`config.mk`:
```
export PLATFORM = sky130hd
export DESIGN_NAME = pc_fetch_unit
export DESIGN_NICKNAME = d
export VERILOG_FILES = /design/src/rtl/pc_fetch_pkg.sv /design/src/rtl/pc_fetch_unit_next_pc_calc.sv /design/src/rtl/pc_fetch_unit.sv
export SDC_FILE = /design/constraint.sdc
export NUM_CORES = 1
export LEC_CHECK = 0
export BUFFER_PORTS_ARGS = -buffer_cell sky130_fd_sc_hd__buf_2
export CORE_MARGIN = 8
export CORE_UTILIZATION = 58
export CTS_BUF_LIST = sky130_fd_sc_hd__clkbuf_8
export DETAILED_ROUTE_END_ITERATION = 12
export PLACE_DENSITY_LB_ADDON = 0.12
export SLEW_MARGIN = 0
export SYNTH_ARGS = -nofsm -noshare
export SYNTH_HDL_FRONTEND = slang
export SYNTH_SLANG_ARGS = --single-unit
```
`constraint.sdc`:
```
create_clock -name clk -period 8.4 [get_ports clk]
set_input_delay 1.68 -clock clk [delete_from_list [all_inputs] [get_ports clk]]
set_output_delay 1.68 -clock clk [all_outputs]
set_load 0.01 [all_outputs]
```
`src/rtl/pc_fetch_pkg.sv`:
```
// Shared definitions for the fetch stage and the branch control unit.
package pc_fetch_pkg;

  // Default datapath width and reset vector.
  localparam int          XLEN_DEFAULT     = 32;
  localparam logic [31:0] RESET_PC_DEFAULT = 32'h0000_0000;

  // Next-PC select encoding, shared with the branch control unit.
  // Code 3 is reserved and behaves like BC_PC4.
  localparam logic [1:0] BC_PC4  = 2'd0;
  localparam logic [1:0] BC_IMM  = 2'd1;
  localparam logic [1:0] BC_ALU  = 2'd2;
  localparam logic [1:0] BC_RSVD = 2'd3;

  // Fetch sequencer states.
  typedef enum logic [2:0] {
    IDLE  = 3'd0,
    REQ   = 3'd1,
    WAIT  = 3'd2,
    VALID = 3'd3,
    HALT  = 3'd4
  } fetch_state_e;

  // A fetch target is usable only when it is word aligned.
  function automatic logic is_word_aligned(input logic [1:0] low_bits);
    return (low_bits == 2'b00);
  endfunction

endpackage

```
`src/rtl/pc_fetch_unit_next_pc_calc.sv`:
```
// Combinational next-PC selection and alignment check for the fetch stage.
module next_pc_calc
  import pc_fetch_pkg::*;
#(
  parameter int XLEN = XLEN_DEFAULT
) (
  input  logic [XLEN-1:0] pc,
  input  logic [XLEN-1:0] instr_pc,
  input  logic [XLEN-1:0] imm,
  input  logic [XLEN-1:0] alu_result,
  input  logic [1:0]      sel,
  output logic [XLEN-1:0] next_pc,
  output logic            misaligned
);

  localparam logic [XLEN-1:0] PC_STEP = XLEN'(4);

  // Pick the target; all sums wrap modulo 2^XLEN, and JALR targets drop bit 0.
  always_comb begin
    next_pc = pc + PC_STEP;
    unique case (sel)
      BC_IMM:  next_pc = instr_pc + imm;
      BC_ALU:  next_pc = {alu_result[XLEN-1:1], 1'b0};
      default: next_pc = pc + PC_STEP;
    endcase
  end

  // Anything that is not word aligned stops the fetch stage.
  always_comb begin
    misaligned = !is_word_aligned(next_pc[1:0]);
  end

endmodule

```
`src/rtl/pc_fetch_unit.sv`:
```
// Program counter owner and single-outstanding instruction fetch sequencer.
// Fetches one word at a time, holds it for decode, then steers the PC
// according to the branch select sampled on the accepting cycle.
module pc_fetch_unit
  import pc_fetch_pkg::*;
#(
  parameter int              XLEN     = XLEN_DEFAULT,
  parameter logic [XLEN-1:0] RESET_PC = XLEN'(RESET_PC_DEFAULT)
) (
  input  logic            clk,
  input  logic            rst,
  input  logic [1:0]      branch_control,
  input  logic [XLEN-1:0] imm,
  input  logic [XLEN-1:0] alu_result,
  output logic            imem_req,
  output logic [XLEN-1:0] imem_addr,
  input  logic            imem_rvalid,
  input  logic [XLEN-1:0] imem_rdata,
  output logic            instr_valid,
  input  logic            instr_ready,
  output logic [XLEN-1:0] instr,
  output logic [XLEN-1:0] instr_pc,
  output logic            fetch_fault
);

  fetch_state_e    state_q, state_d;
  logic [XLEN-1:0] pc_q, pc_d;
  logic [XLEN-1:0] instr_q, instr_d;
  logic [XLEN-1:0] instr_pc_q, instr_pc_d;
  logic            fault_q, fault_d;
  logic            imem_req_q, imem_req_d;
  logic            instr_valid_q, instr_valid_d;

  logic [XLEN-1:0] next_pc;
  logic            next_misaligned;
  logic            accept;

  next_pc_calc #(
    .XLEN (XLEN)
  ) u_next_pc_calc (
    .pc         (pc_q),
    .instr_pc   (instr_pc_q),
    .imm        (imm),
    .alu_result (alu_result),
    .sel        (branch_control),
    .next_pc    (next_pc),
    .misaligned (next_misaligned)
  );

  // Decode hands off the held instruction only while it is actually valid.
  always_comb begin
    accept = (state_q == VALID) && instr_ready;
  end

  // Next-state and register-update logic for the fetch sequencer.
  always_comb begin
    state_d    = state_q;
    pc_d       = pc_q;
    instr_d    = instr_q;
    instr_pc_d = instr_pc_q;
    fault_d    = fault_q;
    unique case (state_q)
      IDLE: begin
        state_d = REQ;
      end
      REQ: begin
        state_d = WAIT;
      end
      WAIT: begin
        if (imem_rvalid) begin
          instr_d    = imem_rdata;
          instr_pc_d = pc_q;
          state_d    = VALID;
        end
      end
      VALID: begin
        if (accept) begin
          if (next_misaligned) begin
            fault_d = 1'b1;
            state_d = HALT;
          end else begin
            pc_d    = next_pc;
            state_d = REQ;
          end
        end
      end
      HALT: begin
        state_d = HALT;
      end
      default: begin
        state_d = IDLE;
      end
    endcase
  end

  // Handshake outputs are registered decodes of the state being entered.
  always_comb begin
    imem_req_d    = (state_d == REQ);
    instr_valid_d = (state_d == VALID);
  end

  // State and datapath registers; reset wins over everything in flight.
  always_ff @(posedge clk) begin
    if (rst) begin
      state_q       <= IDLE;
      pc_q          <= RESET_PC;
      instr_q       <= '0;
      instr_pc_q    <= '0;
      fault_q       <= 1'b0;
      imem_req_q    <= 1'b0;
      instr_valid_q <= 1'b0;
    end else begin
      state_q       <= state_d;
      pc_q          <= pc_d;
      instr_q       <= instr_d;
      instr_pc_q    <= instr_pc_d;
      fault_q       <= fault_d;
      imem_req_q    <= imem_req_d;
      instr_valid_q <= instr_valid_d;
    end
  end

  // The fetch address is the PC itself; it is only meaningful with imem_req.
  always_comb begin
    imem_req    = imem_req_q;
    imem_addr   = pc_q;
    instr_valid = instr_valid_q;
    instr       = instr_q;
    instr_pc    = instr_pc_q;
    fetch_fault = fault_q;
  end

endmodule
```
==> parameters.txt <==
Parameter                              Value

Outcome
  Result of the run    finished, final reports clean

Routing
  Residual DRC    0
  Total via count in the routed design    6797
  Average wire per cell in the routed design    16.8 µm
  Starting DRC count in detailed routing    641
  TritonRoute pass-1 iters    5
  Final Routed Wirelength    19700 µm
  Count of antenna-violating nets left after detailed routing    0
  Post-DR vias/cell    5.82

Synth
  Synth cell types    75
  Combinational family with the most area after synthesis    compound AO/OA/AOI/OAI gates
  Dominant cell by count in the synthesized netlist    nand2_1
  Area contributors post-synth    dfxtp_1 (32%), nand2_1 (11%), a21oi_1 (11%), ha_1 (6.9%), nor2_1 (3.4%)
  Gate count after technology mapping    861
  Multiplexer share of the synthesized area    0.470%
  Xor and xnor fraction of the mapped netlist area    3.15%
  Fraction of the mapped netlist area in adder cells    7.17%
  Sequential element share of the synthesized area    31.9%
  Number of synthesized register bits    102
  Yosys warning count    0
  Post-synth net total    999
  Top cell type's share of synthesized area    31.9%
  Fraction of the mapped netlist area in compound gates    29.3%
  Most frequent cells after synthesis    nand2_1 (192), a21oi_1 (139), dfxtp_1 (102), nor2_1 (58), clkbuf_1 (45)
  Leading register cell type out of synthesis    dfxtp_1
  Count of flip-flops with a built-in enable after synthesis    0
  Area fraction in and, or, nand and nor cells after synthesis    22.8%
  Synthesized area divided by synthesized cell count    7.42 µm²
  Combined area of all synthesized cells    6390 µm²
  Library cell with the largest summed area after synthesis    dfxtp_1
  Post-synthesis async set-or-reset flop share    0%

Critical path
  Beginning of the critical path    imm[0]
  CP max stage delay    0.90 ns
  FF-to-FF path depth    11
  Startpoint types    input pin
  Capture point of the worst reg-to-reg path    imem_addr[27]$_SDFFE_PP0P_
  Highest-delay cell along the critical path    nor2_1
  Cell chain of the critical path    buf_2 -> ha_1 -> inv_1 -> fa_1 -> nand2b_1 -> a221oi_1 -> a21o_1 -> nand2_1 -> nor2_1 -> a31oi_1 -> o21ai_0 -> o21ba_2
  Critical Path Fanout Max    28
  Category of the most critical setup path    input pin to register
  Required time of the worst setup path    8.69 ns
  Reg-to-reg slack, setup    4.76 ns
  Category of the worst setup path capture point    register
  Arrival @ worst endpoint    4.92 ns
  Startpoint of the most critical register-to-register path    instr_pc[0]$_SDFFE_PP0P_

Global route
  Global-route wire length before repair    31500 µm
  Largest net degree at the start of global routing    76
  Global-route total usage across every layer    26.2%
  Congestion Overflow GR    0
  Number of global-route vias before repair    6494
  Antenna violations before repair    0

Worst hold path
  Startpoint of the most critical hold path    instr[0]$_SDFFE_PP0P_
  Number of cells on the worst hold path    2
  HP Class    register to register
  Hold path endpoint    instr[0]$_SDFFE_PP0P_

Floorplanning
  Floorplan core area    10800 µm²
  Initial core utilization    59.2%
  Number of cell rows    38
  Die extent in x    121 µm
  DIE AREA    14600 µm²
  Number of top-level pins    201
  Y dimension of the die    121 µm

Final layout
  Filler Cell Count    984
  Sequential Area    2040 µm²
  Antenna diode count    0
  Multi-input logic area    4020 µm²
  NumNets Final    1160
  Final Instance Area    7520 µm²
  Share of cells above drive strength 1    23.5%
  Synthesis-to-finish area growth    17.7%

STA
  Transition time at the pin with the least slew margin    1.05 ns
  Share of the clock period used by the worst path    55.1%
  F_max    0.216 GHz
  Final hold violation count    0
  Max Clock Skew    0.0131 ns
  Post-Route Setup TNS    0 ns
  Relative slew slack    30.0%
  Unrepaired setup endpoints after global routing    false
  Period minus WS final    4.63 ns
  # setup viols final    0
  Slack of the critical path    3.77 ns
  Number of pins with negative max-slew slack in the final report    0

CTS
  Post CTS Setup Buffer Count    0
  Total of cells resized after clock tree synthesis    0
  Buffers from clock root to sink, at most    2
  Latest clock arrival within the worst-skew pair    0.39 ns
  Deepest level of the CTS H-tree    3
  Root Buffer Master    clkbuf_8
  CTS Sinks    102
  CTS hold repair buffers    0
  TritonCTS clock tree    yes
  Clk pin slew, worst setup/hold paths    0.11 ns
  Cts bufs inserted    9

Placement
  Placed cell areas    7340 µm²
  Quantity of I/O buffers inserted on ports    199
  HPWL after detailed placement    14200 µm
  Gp weighted congestion    0.945
  Worst setup timing slack at the placement stage    3.44 ns

Pwr
  Leak pwr    3.33 nW
  Power per cell area    128 nW/µm²
  Maximum VDD drop    0.0000947 V

Run
  Max-capacitance violation count    0
==> kinds of logic (layout without fill, tap and decap cells) <==
group | count (synthesis) | after routing
compound gates | 295 | 295
xor+xnor | 23 | 23
fa+ha+maj | 36 | 36
buf+inv | 71 | 237
flops | 102 | 102
mux | 3 | 3
simple gates | 331 | 331
==> metal layers <==
metal  global-route usage (%)  routed length [µm]
met5                        0                   0
met4                     10.4                 488
met3                     6.51                1600
met2                     42.7                9280
met1                     32.4                8290
==> area by class of cell <==
type / count / share of cell area, %
Multi-Input combinational cell: 688 / 53.5
Sequential cell: 102 / 27.1
Timing Repair Buffer: 204 / 13.8
Tap cell: 140 / 2.33
Clock buffer: 9 / 1.65
Inverter: 17 / 0.848
Clock inverter: 7 / 0.815
==> placed cells by master, fill, tap and decap left out, types with 3 or more instances in the layout <==
cell type / netlist / routed
a41oi_1: 6 / 6
nand2_1: 192 / 192
buf_2: 0 / 198
o21bai_1: 5 / 5
a2111oi_0: 5 / 5
and3_1: 6 / 6
a31oi_1: 10 / 10
o21ai_1: 4 / 4
o41ai_2: 3 / 3
or3_1: 4 / 4
nor2_1: 58 / 58
nand4_1: 5 / 5
mux2i_1: 3 / 3
ha_1: 35 / 35
clkbuf_8: 5 / 9
nor3b_1: 3 / 3
nand3_1: 16 / 16
o31a_1: 3 / 3
inv_1: 17 / 17
nand2b_1: 5 / 5
o22ai_1: 3 / 3
xor2_1: 7 / 7
nor4_1: 3 / 3
a221oi_1: 18 / 18
inv_6: 0 / 3
a21oi_1: 139 / 139
o21a_1: 4 / 4
nor3_1: 16 / 16
nor2b_1: 3 / 3
xnor2_1: 16 / 16
o21ai_0: 41 / 41
dfxtp_1: 102 / 102
buf_4: 2 / 6
a22oi_1: 3 / 3
a21o_1: 17 / 17
a211oi_1: 6 / 6
==> worst max-delay path by stage <==
stage | endpoint | slack (ns) | cells past startpoint
floorplan | imem_addr[24]$_SDFFE_PP0P_ | 4.43 | 12
global placement | imem_addr[27]$_SDFFE_PP0P_ | 3.47 | 10
detailed placement | imem_addr[27]$_SDFFE_PP0P_ | 3.44 | 12
CTS | imem_addr[27]$_SDFFE_PP0P_ | 3.83 | 12
global route | imem_addr[18]$_SDFFE_PP0P_ | 3.48 | 10
finish | imem_addr[27]$_SDFFE_PP0P_ | 3.77 | 12
==> critical path, delay by kind of cell <==
family / cells / cell delay [ns]
compound gates: 5 / 0.91
fa+ha+maj: 2 / 0.66
simple gates: 3 / 1.51
buf+inv: 2 / 0.15
==> report_power, final <==
| part | internal (mW) | total [mW] | leakage [nW] | switching (mW) |
|---|---|---|---|---|
| clock | 0.115 | 0.311 | 0.0945 | 0.196 |
| sequential | 0.494 | 0.504 | 0.824 | 0.00950 |
| combinational | 0.0565 | 0.148 | 2.41 | 0.0912 |
| total | 0.666 | 0.963 | 3.33 | 0.297 |
==> sequential cells by signal, indices dropped and copies added (netlist names) <==
| register | flops |
|---|---|
| instr_valid | 1 |
| state_q | 3 |
| instr_pc | 32 |
| imem_addr | 32 |
| fetch_fault | 1 |
| imem_req | 1 |
| instr | 32 |
==> through the flow <==
| step | instances | hold slack [ns] | total power [mW] | utilization (%) |
|---|---|---|---|---|
| 2_1_floorplan | 861 | 0.470 | 0.606 | - |
| 3_3_place_gp | 1151 | 0.433 | 0.659 | 68.0 |
| 5_1_grt | 1167 | 0.475 | 1.00 | 69.7 |
| 4_1_cts | 1167 | 0.458 | 0.967 | 69.7 |
| 6_report | 1167 | 0.456 | 0.963 | 69.7 |
| 3_5_place_dp | 1151 | 0.444 | 0.660 | 68.0 |
(Power assumes the default switching activity.)
